$ cat src/rtl/fetch_stage.sv
// Instruction-fetch stage: presents pc_in to a synchronous instruction memory and holds IF/ID.
// Pre-decodes control flow for the pc block, squashes shadow fetches and freezes on halt.
module fetch_stage #(
    parameter int unsigned J_SHADOW  = 2,
    parameter int unsigned BR_SHADOW = 4,
    parameter logic [5:0]  OP_J      = 6'd40,
    parameter logic [5:0]  OP_HALT   = 6'd63
) (
    input  logic        clk,
    input  logic        rst,
    input  logic [31:0] pc_in,
    output logic [31:0] imem_addr,
    output logic        imem_en,
    input  logic [31:0] imem_rdata,
    output logic [31:0] ir_out,
    output logic [31:0] pc_if_out,
    output logic        valid_out,
    output logic [1:0]  jon_d,
    output logic [25:0] addr_d,
    output logic        halted,
    output logic [31:0] fetch_cnt,
    output logic [31:0] squash_cnt
);

    localparam int unsigned MAX_SHADOW = (J_SHADOW > BR_SHADOW) ? J_SHADOW : BR_SHADOW;
    localparam int unsigned CW         = (MAX_SHADOW < 2) ? 1 : $clog2(MAX_SHADOW + 1);

    typedef enum logic [1:0] {BOOT, RUN, SHADOW, HALT} state_t;

    state_t          state;
    logic [31:0]     tag;
    logic [CW-1:0]   shadow_cnt;
    logic [5:0]      op;
    logic            is_j;
    logic            is_br;
    logic            is_halt;
    logic [CW-1:0]   shadow_len;

    assign imem_addr = pc_in;
    assign imem_en   = !rst && (state != HALT);

    always_comb begin
        op         = ir_out[31:26];
        is_j       = valid_out && (op == OP_J);
        is_br      = valid_out && (op inside {6'd32, 6'd33, 6'd34, 6'd35, 6'd42});
        is_halt    = valid_out && (op == OP_HALT);
        jon_d      = is_j ? 2'b01 : (is_br ? 2'b10 : 2'b00);
        addr_d     = is_j ? ir_out[25:0] : '0;
        shadow_len = is_j ? CW'(J_SHADOW) : (is_br ? CW'(BR_SHADOW) : '0);
    end

    always_ff @(posedge clk) begin
        if (rst) begin
            state      <= BOOT;
            tag        <= '0;
            ir_out     <= '0;
            pc_if_out  <= '0;
            valid_out  <= 1'b0;
            shadow_cnt <= '0;
            halted     <= 1'b0;
            fetch_cnt  <= '0;
            squash_cnt <= '0;
        end else begin
            tag       <= pc_in;
            pc_if_out <= tag;
            ir_out    <= '0;
            valid_out <= 1'b0;
            unique case (state)
                BOOT: state <= RUN;
                RUN: begin
                    if (is_halt) begin
                        halted <= 1'b1;
                        state  <= HALT;
                    end else if (shadow_len != '0) begin
                        // The word landing on this edge is already the first squash.
                        shadow_cnt <= shadow_len;
                        squash_cnt <= squash_cnt + 32'd1;
                        if (shadow_len > CW'(1))
                            state <= SHADOW;
                    end else begin
                        ir_out    <= imem_rdata;
                        valid_out <= 1'b1;
                        fetch_cnt <= fetch_cnt + 32'd1;
                    end
                end
                SHADOW: begin
                    squash_cnt <= squash_cnt + 32'd1;
                    shadow_cnt <= shadow_cnt - CW'(1);
                    if (shadow_cnt <= CW'(2))
                        state <= RUN;
                end
                HALT: begin
                end
                default: state <= BOOT;
            endcase
        end
    end

endmodule

$ cat config.mk
export PLATFORM = sky130hd
export DESIGN_NAME = fetch_stage
export DESIGN_NICKNAME = d
export VERILOG_FILES = /design/src/rtl/fetch_stage.sv
export SDC_FILE = /design/constraint.sdc
export NUM_CORES = 1
export LEC_CHECK = 0
export ABC_AREA = 1
export ABC_CLOCK_PERIOD_IN_PS = 1800
export BUFFER_PORTS_ARGS = -buffer_cell sky130_fd_sc_hd__buf_2
export CAP_MARGIN = 20
export CELL_PAD_IN_SITES_DETAIL_PLACEMENT = 1
export CELL_PAD_IN_SITES_GLOBAL_PLACEMENT = 1
export CORE_MARGIN = 4
export CORE_UTILIZATION = 35
export CTS_CLUSTER_SIZE = 30
export DETAILED_ROUTE_END_ITERATION = 8
export PLACE_DENSITY_LB_ADDON = 0.1
export RECOVER_POWER = 25
export REMOVE_ABC_BUFFERS = 1
export SETUP_SLACK_MARGIN = 0.15
export SLEW_MARGIN = 20
export SYNTH_ARGS = -nofsm -noshare
export SYNTH_HDL_FRONTEND = slang
export SYNTH_SLANG_ARGS = --single-unit
$ cat constraint.sdc
create_clock -name clk -period 1.8 [get_ports clk]
set_input_delay 0.36 -clock clk [delete_from_list [all_inputs] [get_ports clk]]
set_output_delay 0.36 -clock clk [all_outputs]
set_load 0.02 [all_outputs]
**Yosys cells after proc, flatten, opt, wreduce, memory -nomap -nowiden**

Cells that the tools add are included.
Widths: inputs -> output; s select.

- Bits in registers: 167
- Output and inout port bits: 191
- Bits of input ports: 66
- Word-level logic and storage cells: 65

- Magnitude comparators: 2
- Bitwise gates (word level): 3
- Equality and inequality tests: 15
- Muxes and demuxes: 17
- Add/sub/neg operators: 3
- Reduce and logical (&&, ||, !) cells: 16

Operator list:

| operator | number |
|---|---|
| $add 32x1->32 const B | 2 |
| $mux 32 | 2 |
| $pmux 32 s2 | 1 |
| $eq 6x6->1 const B | 7 |
| $mux 26 | 1 |
| $mux 2 | 6 |
| $mux 3 | 4 |
| $ne 2x2->1 const B | 4 |
| $ne 3x3->1 const B | 2 |
| $pmux 2 s3 | 1 |
| $pmux 3 s2 | 1 |
| $reduce_and 3->1 | 2 |
| $reduce_bool 3->1 | 2 |
| $reduce_bool 5->1 | 1 |
| $logic_and 1x1->1 | 4 |
| $reduce_and 4->1 | 1 |
| $reduce_or 4->1 | 1 |
| $gt 3x1->1 const B | 1 |
| $le 3x2->1 const B | 1 |
| $not 1->1 | 3 |
| $reduce_or 3->1 | 1 |
| $sub 3x1->3 const B | 1 |
| $eq 2x1->1 const B | 1 |
| $eq 2x2->1 const B | 1 |
| 5 further kinds | 5 |

**Logic depth before layout (Yosys ltp)**

- Depth in word-level cells: 10
- Gate-level depth with buffers: 10
- Gate-level depth less buffers: 10

**Worst setup path before layout**

No wires, ideal clock.

- Path kind: register -> output
- From: register ir_out[29]
- To: output addr_d[10]
- Data arrival time: 1.413 ns
- Data required time: 1.440 ns
- Setup slack: 0.027 ns
- Buffers on the path: 1
- Stages on the path, launching flop included: 6
- Path through: dfxtp_1 inv_1 nor3_1 nand3_1 clkbuf_1 nor2_1

- Longest elaborated chain between the ends: 3

RTL lines:

| item | line | text |
|---|---|---|
| start: declaration | 15 | `output logic [31:0] ir_out,` |
| start signal: assignment | 81 | `ir_out <= imem_rdata;` |
| $eq 6x6->1 | 44 | `is_j = valid_out && (op == OP_J);` |
| $logic_and 1x1->1 | 44 |  |
| $mux 26 | 48 | `addr_d = is_j ? ir_out[25:0] : '0;` |
| end: declaration | 19 | `output logic [25:0] addr_d,` |

No other way between the ends.

**Final worst setup path**

- From: register ir_out[26]
- To: output addr_d[10]

The elaborated chain is that of the path after synthesis.

==> results.toml <==
[place]
dp_hpwl_mm = 17.6
place_inst = 1539
globalplace.congestion = 0.768
post_dp_cell_area_um2 = 8740
portBuffers = 256

[synthesis]
syn_area_per_cell_um2 = 6.99
synth_edf_count = 0
synthDistinctLibCells = 37
synth.top_cells.by_count = "nor2_1, nand2_1, inv_1, dfxtp_1, nand3_1"
synth_top_cell_by_area = "dfxtp_1"
syn_area_um2 = 7390
yosysTopAreaCellShare = 0.453
ys_ff_latch = 167
async_reset_ff_frac = 0
synth-warning-count = 0
ys_top_cells_by_area = "dfxtp_1, nor2_1, nand2_1"
syn_inst = 1057
seq_area_frac_synth = 0.453
synthMostInstantiatedCell = "nor2_1"
synth_ff_type = "dfxtp_1"

[worst_setup_path]
path_max_fanout = 27
arrival_ns = 1.56
rr_startpoint = "ir_out[30]"
timing.rr.end = "squash_cnt[7]"
startpoint_type = "flop"
r2r_slack_ns = 0.18
critPathKind = "reg2out"
r2r_cells = 10
required_ns = 1.44
worst_setup_path_end_kind = "output pin"

[flow_run]
max_cap_violations = 0

[sta]
slew_headroom = 0.0218
min_period_ns = 1.92
tightestPinTransition_ns = 1.47
period_share = 1.06
fmax_mhz = 522
skew_ns = 0.00950
hold_violations = 0
drv_slew = 0
rsz0062_at_grt = "true"
setup_viol = 27
fin_ws_ns = -0.116

[global_routing]
grt_pass1_wl_mm = 36.4
first_global_vias = 7033
track_usage = 0.191
busiest_layer = "met2"
grt_max_degree = 75
met1_usage = 0.218
grt.overflow.total = 0
antenna_found_initial = 0
grtUsageMet2 = 0.338
use_met3 = 0.0729

[routing]
first_pass_iters = 4
vias = 7051
via_per_inst = 4.44
postRouteAntennaNets = 0
routed_wl_mm = 23.5
drc = 0
wl_per_cell_um = 14.8
initialDrtViolationCount = 169

[floorplan]
row_count = 52
fp.dieArea_um2 = 23500
initial_core_util = 0.360
die_h_um = 153
design.core.area_um2 = 20500
io_pins = 257
die_x_um = 153

[clock_network]
cts-root-buf = "clkbuf_16"
clock-sinks = 167
htreeDepth = 4
clkLatencyLatePin_ns = 0.43
cts.clk_slew.worst_paths_ns = 0.08
cts_tree = "done"
cts_buffer_depth = 2
cts_buffers = 17

[hold_path]
hp-class = "in2reg"
holdCritStartpoint = "pc_in[19]"
whs_path_depth = 3
whs_endpoint = "tag[19]"

[pwr]
combPwrFrac = 0.080
seqPwrFrac = 0.464
peakVddDrop_uv = 529
pwr_density_cell_nw_per_um2 = 850
totalPowerFinal_mw = 8.28
clock_power_share = 0.456
power_switching_mw = 2.34
swShare = 0.282
p_leak_nw = 4.64
intPower_mw = 5.94

[cells_and_area]
n_antenna_cell = 0
multi_input_area_um2 = 3090
regArea_um2 = 3370
final_util = 0.475
layout.cells.non_filler = 1588
fill_cells = 2736
nets = 1375
layout-drive-gt1-share = 0.296
postLayoutCellArea_um2 = 9740
syn_to_final_growth_pct = 31.9

[status]
status = "finished, violations left"
violations = "negative setup slack"
[power groups by stage]
stage               registers (mW)  logic (mW)  clock network [mW]
floorplan                     4.01       0.183                   0
global placement              3.92       0.632                   0
CTS                           3.84       0.657                3.90
finish                        3.84       0.664                3.78
global route                  3.85       0.736                4.04
detailed placement            3.92       0.641                   0
[per-layer routing]
metal  up-vias  share of wire  wire length [µm]
met3        18          0.080              1870
met4         0         0.0094               220
met5         -              0                 0
li1       3629              -                 -
met1      3231           0.42              9840
met2       173           0.49             11600
[worst max path at each step]
stage | from | endpoint | slack (ns)
floorplan | ir_out[29] | addr_d[0] | -0.20
detailed placement | ir_out[28] | ir_out[13] | 0.13
finish | ir_out[26] | addr_d[10] | -0.12
global placement | ir_out[28] | ir_out[15] | 0.19
global route | ir_out[29] | addr_d[2] | -0.23
CTS | ir_out[29] | addr_d[24] | -0.22
[what timing repair did]
| item | 4_1_cts | 5_1_grt |
|---|---|---|
| hold buffers | 0 | 0 |
| pin swaps | 2 | 7 |
| endpoints found under the hold margin | 0 | 0 |
| setup endpoints to repair | 61 | 93 |
| buffers inserted | 6 | 9 |
| cloned | 0 | 2 |
| gates resized for setup | 22 | 69 |
[worst max-delay path: stages (launching register included)]
cell and delay, ns:
dfxtp_2 0.34, nor3_2 0.17, nand3_1 0.12, buf_8 0.19, nor2_1 0.13, buf_4 0.16
[cell usage in the layout, fill, tap and decap left out, types with 9 or more instances in the layout]
master       n
buf_2      213
o21ai_0      9
nor2_4      14
nor2_1     242
nand3_1     40
nand2_1    200
nor3_1      11
dfxtp_2     20
clkbuf_16   17
buf_4       44
dfxtp_1    147
inv_1      181
nand2_2     11
clkbuf_1    18
a21oi_1     37
nor2_2      17
[logic make-up after synthesis]
family                   synth area share
AND/OR/NAND/NOR                     0.328
flip-flops                          0.453
XOR/XNOR                           0.0142
adder cells (fa/ha/maj)           0.00678
AO/OA/AOI/OAI                      0.0479
buffers and inverters               0.150
[registers in the layout, indices dropped and copies added (netlist names)]
register / cells
valid_out: 1
state: 2
fetch_cnt: 32
tag: 32
shadow_cnt: 3
halted: 1
ir_out: 32
squash_cnt: 32
pc_if_out: 32
[through the flow]
stage / setup slack, ns / TNS (ns) / hold slack, ns
after floorplan: -0.195 / -5.14 / 0.388
after CTS: -0.222 / -5.31 / 0.110
after global routing: -0.230 / -5.73 / 0.107
after global placement: 0.187 / 0 / 0.388
after detailed placement: 0.127 / 0 / 0.396
final: -0.116 / -1.93 / 0.133
[area by class of cell]
type                       instances  share of cell area
clock inverter                    15              0.0208
inverter                         187              0.0723
clock buffer                      17              0.0437
multi-input combinational        646               0.317
timing repair buffer             286               0.166
tap                              270              0.0347
sequential                       167               0.346
Power figures use the tool's default switching activity.
